<file path="src/rtl/affine_fir_pipe.sv">
// affine_fir_pipe
// Streaming N-tap fractional-sample interpolation filter with a run-time
// loadable PHASES x NTAPS coefficient bank and a two-stage pipeline.
//
// Ports:
//   clk        clock, all state updates on the rising edge
//   rst        synchronous active-high reset (clears bank, window, pipeline)
//   cfg_we     coefficient write strobe
//   cfg_phase  phase row to write
//   cfg_tap    tap column to write
//   cfg_coef   signed coefficient value
//   in_valid   input sample valid
//   in_ready   block can accept a sample
//   in_start   first sample of a new row (qualified by in_valid)
//   in_sample  signed input sample
//   in_phase   phase for the output this sample completes
//   out_valid  out_data valid
//   out_ready  downstream accepts
//   out_data   signed, rounded, shifted and saturated filter result
module affine_fir_pipe #(
  parameter int IN_SIZE   = 8,
  parameter int COEF_SIZE = 8,
  parameter int NTAPS     = 6,
  parameter int PHASES    = 16,
  parameter int SHIFT     = 6,
  parameter int OUT_SIZE  = 16
) (
  input  logic                              clk,
  input  logic                              rst,
  input  logic                              cfg_we,
  input  logic [$clog2(PHASES)-1:0]         cfg_phase,
  input  logic [$clog2(NTAPS)-1:0]          cfg_tap,
  input  logic signed [COEF_SIZE-1:0]       cfg_coef,
  input  logic                              in_valid,
  output logic                              in_ready,
  input  logic                              in_start,
  input  logic signed [IN_SIZE-1:0]         in_sample,
  input  logic [$clog2(PHASES)-1:0]         in_phase,
  output logic                              out_valid,
  input  logic                              out_ready,
  output logic signed [OUT_SIZE-1:0]        out_data
);

  localparam int PW    = $clog2(PHASES);
  localparam int TW    = $clog2(NTAPS);
  localparam int PRODW = IN_SIZE + COEF_SIZE;
  localparam int ACCW  = PRODW + $clog2(NTAPS);
  localparam int FW    = $clog2(NTAPS + 1);
  // Saturation compare width: wide enough for both the shifted sum and the
  // output range, plus a sign bit so the limits are representable.
  localparam int SATW  = ((ACCW > OUT_SIZE) ? ACCW : OUT_SIZE) + 1;

  localparam logic [FW-1:0]          FULL    = FW'(NTAPS);
  localparam logic [PW:0]            PH_LIM  = (PW+1)'(PHASES);
  localparam logic [TW:0]            TAP_LIM = (TW+1)'(NTAPS);
  localparam logic signed [ACCW-1:0] RND     = ACCW'((1 << SHIFT) >> 1);
  localparam logic signed [SATW-1:0] MAXV    = {{(SATW-OUT_SIZE+1){1'b0}}, {(OUT_SIZE-1){1'b1}}};
  localparam logic signed [SATW-1:0] MINV    = {{(SATW-OUT_SIZE+1){1'b1}}, {(OUT_SIZE-1){1'b0}}};

  logic signed [COEF_SIZE-1:0] coef_reg [PHASES][NTAPS];
  logic signed [IN_SIZE-1:0]   win_reg  [NTAPS];
  logic signed [IN_SIZE-1:0]   win_next [NTAPS];
  logic signed [COEF_SIZE-1:0] coef_sel [NTAPS];
  logic signed [PRODW-1:0]     prod_reg [NTAPS];
  logic signed [PRODW-1:0]     prod_next[NTAPS];
  logic [FW-1:0]               fill_reg, fill_next;
  logic                        s1_valid_reg;
  logic                        out_valid_reg;
  logic signed [OUT_SIZE-1:0]  out_data_reg;

  logic                        stall, accept, phase_ok, cfg_ok;
  logic signed [ACCW-1:0]      acc, shifted;
  logic signed [SATW-1:0]      shifted_ext;
  logic signed [OUT_SIZE-1:0]  sat_val;

  assign stall    = out_valid_reg && !out_ready;
  assign in_ready = !stall && !rst;
  assign accept   = in_valid && in_ready;
  assign phase_ok = ({1'b0, in_phase} < PH_LIM);
  assign cfg_ok   = ({1'b0, cfg_phase} < PH_LIM) && ({1'b0, cfg_tap} < TAP_LIM);

  assign out_valid = out_valid_reg;
  assign out_data  = out_data_reg;

  // Coefficient bank; out-of-range write addresses are dropped.
  always_ff @(posedge clk) begin
    if (rst) begin
      for (int p = 0; p < PHASES; p++)
        for (int t = 0; t < NTAPS; t++)
          coef_reg[p][t] <= '0;
    end else if (cfg_we && cfg_ok) begin
      coef_reg[cfg_phase][cfg_tap] <= cfg_coef;
    end
  end

  // Post-shift window and the products it feeds. A start sample zeroes the
  // older taps so nothing from the previous row can leak into the new one.
  genvar gi;
  generate
    for (gi = 0; gi < NTAPS; gi++) begin : g_tap
      if (gi == NTAPS - 1) begin : g_newest
        assign win_next[gi] = in_sample;
      end else begin : g_older
        assign win_next[gi] = in_start ? '0 : win_reg[gi+1];
      end
      assign coef_sel[gi]  = phase_ok ? coef_reg[in_phase][gi] : '0;
      assign prod_next[gi] = PRODW'(coef_sel[gi]) * PRODW'(win_next[gi]);
    end
  endgenerate

  always_comb begin
    fill_next = fill_reg;
    if (in_start)
      fill_next = FW'(1);
    else if (fill_reg != FULL)
      fill_next = fill_reg + FW'(1);
  end

  // Stage 1: window, fill count and products. accept already implies no
  // stall; a non-stalled edge without an accept inserts a bubble.
  always_ff @(posedge clk) begin
    if (rst) begin
      fill_reg     <= '0;
      s1_valid_reg <= 1'b0;
      for (int k = 0; k < NTAPS; k++) begin
        win_reg[k]  <= '0;
        prod_reg[k] <= '0;
      end
    end else if (accept) begin
      fill_reg     <= fill_next;
      s1_valid_reg <= (fill_next == FULL);
      for (int k = 0; k < NTAPS; k++) begin
        win_reg[k]  <= win_next[k];
        prod_reg[k] <= prod_next[k];
      end
    end else if (!stall) begin
      s1_valid_reg <= 1'b0;
    end
  end

  // Stage 2 datapath: rounded sum, arithmetic shift, saturation.
  always_comb begin
    acc = RND;
    for (int k = 0; k < NTAPS; k++)
      acc = acc + ACCW'(prod_reg[k]);
  end

  assign shifted     = acc >>> SHIFT;
  assign shifted_ext = SATW'(shifted);

  always_comb begin
    sat_val = shifted_ext[OUT_SIZE-1:0];
    if (shifted_ext > MAXV)
      sat_val = MAXV[OUT_SIZE-1:0];
    else if (shifted_ext < MINV)
      sat_val = MINV[OUT_SIZE-1:0];
  end

  // Stage 2 register; out_data only moves when a new result lands so it
  // stays stable through stalls and bubbles.
  always_ff @(posedge clk) begin
    if (rst) begin
      out_valid_reg <= 1'b0;
      out_data_reg  <= '0;
    end else if (!stall) begin
      out_valid_reg <= s1_valid_reg;
      if (s1_valid_reg)
        out_data_reg <= sat_val;
    end
  end

endmodule

</file>
<file path="config.mk">
export PLATFORM = sky130hd
export DESIGN_NAME = affine_fir_pipe
export DESIGN_NICKNAME = d
export VERILOG_FILES = /design/src/rtl/affine_fir_pipe.sv
export SDC_FILE = /design/constraint.sdc
export NUM_CORES = 2
export LEC_CHECK = 0
export CAP_MARGIN = 20
export CORE_MARGIN = 2
export CORE_UTILIZATION = 55
export CTS_BUF_LIST = sky130_fd_sc_hd__clkbuf_8
export CTS_CLUSTER_SIZE = 30
export DETAILED_ROUTE_END_ITERATION = 6
export PLACE_DENSITY = 0.71
export SETUP_SLACK_MARGIN = 0.5
export SYNTH_ARGS = -nofsm -noshare
export SYNTH_HDL_FRONTEND = slang
export SYNTH_SLANG_ARGS = --single-unit
</file>
<file path="constraint.sdc">
create_clock -name clk -period 14.4 [get_ports clk]
set_input_delay 2.88 -clock clk [delete_from_list [all_inputs] [get_ports clk]]
set_output_delay 2.88 -clock clk [all_outputs]
set_load 0.005 [all_outputs]
</file>
==> results.cfg <==
[yosys]
synth_edf_count = 904
netlist_area_sq_mm = 0.0581
ys_seq_area_share_pct = 47.4
yosysWarnings = 0
synth_nets = 5212
synth.area.top_cells = edfxtp_1, fa_1, and2_1
async_reset_ff_share_pct = 0
ys_ff_latch = 923
synth_top_area_share_pct = 46.8
post-synth-top-area-cell = edfxtp_1
synth_flop_cell = edfxtp_1
syn_avg_cell_area_sq_um = 12.7
netlist_instances = 4579
ys_types = 58

[worst_setup_path]
critPathArrivalTime_ns = 9.28
cp-end-kind = flip-flop
worstPathRequired_ns = 14.97
path_max_fanout = 79
criticalPathCategory = input pin to flip-flop
critPathLaunchType = input pin

[floorplanning]
core_sq_mm = 0.105
die_h_um = 329
die-area_sq_mm = 0.108
initial_core_util_pct = 55.3
die_w_um = 329
rows = 119
io_pins = 51

[timing]
clock.fmax_ghz = 0.115
rsz0062_at_grt = no
relSlewSlack_pct = 26.2
setup-tns-final_ns = 0
finalSetupViolCount = 0
drv_slew = 0
layout_min_cycle_time_ns = 8.71
setup_ws_ns = 5.69
worstMarginPinSlew_ns = 1.11
hold_viol = 0
min_period_over_period_pct = 60.5
finClkSkew_ns = 0.0345

[clocking]
cts_sinks = 923
root_buffer = clkbuf_8
cts_resized = 0
cts-buffers-inserted = 155
htree_levels = 4
path_clk_slew_ns = 0.06
post_cts_buffers = 0
hold_buffers = 0
worstSkewPairLatency_ns = 0.84
cts_tree = built
clockBufferDepth = 3

[layout]
layout_common_cells = edfxtp_1, and2_1, inv_1
largest_reg_flops = 768
area_growth_pct = 7.68
nFillCells = 8215
drive_above_1_share_pct = 13.0
finalNetCount = 5244
final_common_cell = edfxtp_1

[detailed_routing]
ant_nets = 0
wl_mm = 130
first_pass_iters = 5
first_iter_violations = 3210
vias = 34000
wl_per_cell_um = 21.1
vias_per_cell = 5.55
drcViolationCount = 0

[global_route]
grt_usage_pct = 24.8
grt_pass1_vias = 35600
antenna_found_initial = 2
grt_pass1_wl_mm = 205
overflow = 0
grt_max_degree = 103

[outcome]
status = finished clean

[pwr]
power_density_mw_per_mm2 = 139
ir_drop_mv = 0.208
total_power_mw = 8.68
power.static_leakage_nw = 24.8

[worst_hold_path]
hp-class = flip-flop to flip-flop

[place]
dp_slack_ns = 4.87
place_hpwl_mm = 89.6
io_buffer_count = 50
gp_congestion = 0.860

[job]
drv_cap = 0
==> power breakdown <==
group          internal [mW]  switching (mW)  total, mW
Clock                   1.17            1.09       2.27
Combinational           1.39            1.82       3.21
Sequential              3.14          0.0682       3.20
==> metal layers <==
metal,track usage [%],share of wire [%],up-vias
met4,7.56,2.6,0
met2,39.8,48,1112
met3,3.40,6.1,210
met5,0,0,-
li1,-,-,15400
met1,35.4,44,17300
==> kinds of logic after synthesis <==
family / after synthesis / synth area share, %
simple gates: 1737 / 16.3
flops: 923 / 47.4
buf+inv: 750 / 5.10
fa+ha+maj: 600 / 18.0
mux: 266 / 9.27
compound gates: 197 / 2.25
xor+xnor: 106 / 1.60
==> per-stage QoR <==
stage / util [%] / hold WS, ns / cells / instance area [sq um]
finish: 59.6 / 0.453 / 6128 / 62500
global route: 59.6 / 0.478 / 6128 / 62500
floorplan: - / 0.449 / 4579 / 58100
global placement: 56.7 / 0.436 / 5845 / 59600
CTS: 59.6 / 0.461 / 6127 / 62500
detailed placement: 56.7 / 0.448 / 5845 / 59600
==> worst paths after layout <==
check                                  from                       endpoint  slack [ns]  cells after the start
min reg2reg        out_data[9]$_SDFFE_PP0P_       out_data[9]$_SDFFE_PP0P_        0.45                      2
min                out_data[9]$_SDFFE_PP0P_       out_data[9]$_SDFFE_PP0P_        0.45                      2
max reg2reg  coef_reg[14][13]$_SDFFCE_PN0P_  prod_reg[0][78]$_SDFFCE_PN0P_        8.73                     17
max                             in_phase[1]  prod_reg[0][31]$_SDFFCE_PN0P_        5.69                     20
==> worst max-delay path, stage by stage <==
cell and delay (ns):
clkbuf_8 0.56, buf_4 0.83, mux4_2 0.43, mux2i_1 0.35, nand2_1 0.13, o21ai_2 0.22
nand2b_1 0.20, fa_1 0.48, fa_1 0.56, inv_1 0.05, fa_1 0.50, fa_1 0.41
ha_1 0.33, o21ai_0 0.12, o21bai_1 0.10, a21oi_1 0.26, nor3_1 0.12, a311oi_1 0.33
xnor2_1 0.16, nor2_1 0.07
==> Yosys cell counts, types with 4 or more instances <==
library cell  number
o31ai_1            4
inv_1            551
a211oi_1          11
nor2b_1           70
nand2b_1          90
nor2_1           345
o21ai_1            4
a311oi_1           4
mux2_2            25
buf_2             15
buf_6             10
buf_4             13
nand2_1          203
inv_2              5
and2_1           815
or3_1              4
a21oi_1           42
mux2i_1           26
or2_2            114
xnor2_1           78
o21ai_0           52
mux4_2           215
fa_1             394
ha_1             206
edfxtp_1         904
buf_1             16
o2111ai_1          6
o21a_1            11
nand3_1           13
nor3_1            30
o21ai_2           23
o21bai_1          11
xor2_1            28
clkbuf_1         139
nand4b_1           6
and3_1            32
a21o_1            13
dfxtp_1           19
a2111oi_0          6
==> area by class of cell <==
| cell class | count | area (sq um) | share of cell area [%] |
|---|---|---|---|
| Timing Repair Buffer | 69 | 624 | 0.999 |
| Antenna cell | 1 | 2.50 | 0.00400 |
| Sequential cell | 923 | 27500 | 44.0 |
| Clock buffer | 159 | 2190 | 3.50 |
| Multi-Input combinational cell | 2906 | 27600 | 44.1 |
| Clock inverter | 123 | 761 | 1.22 |
| Inverter | 556 | 2090 | 3.35 |
| Tap cell | 1391 | 1740 | 2.78 |
Power figures use the tool's default switching activity.
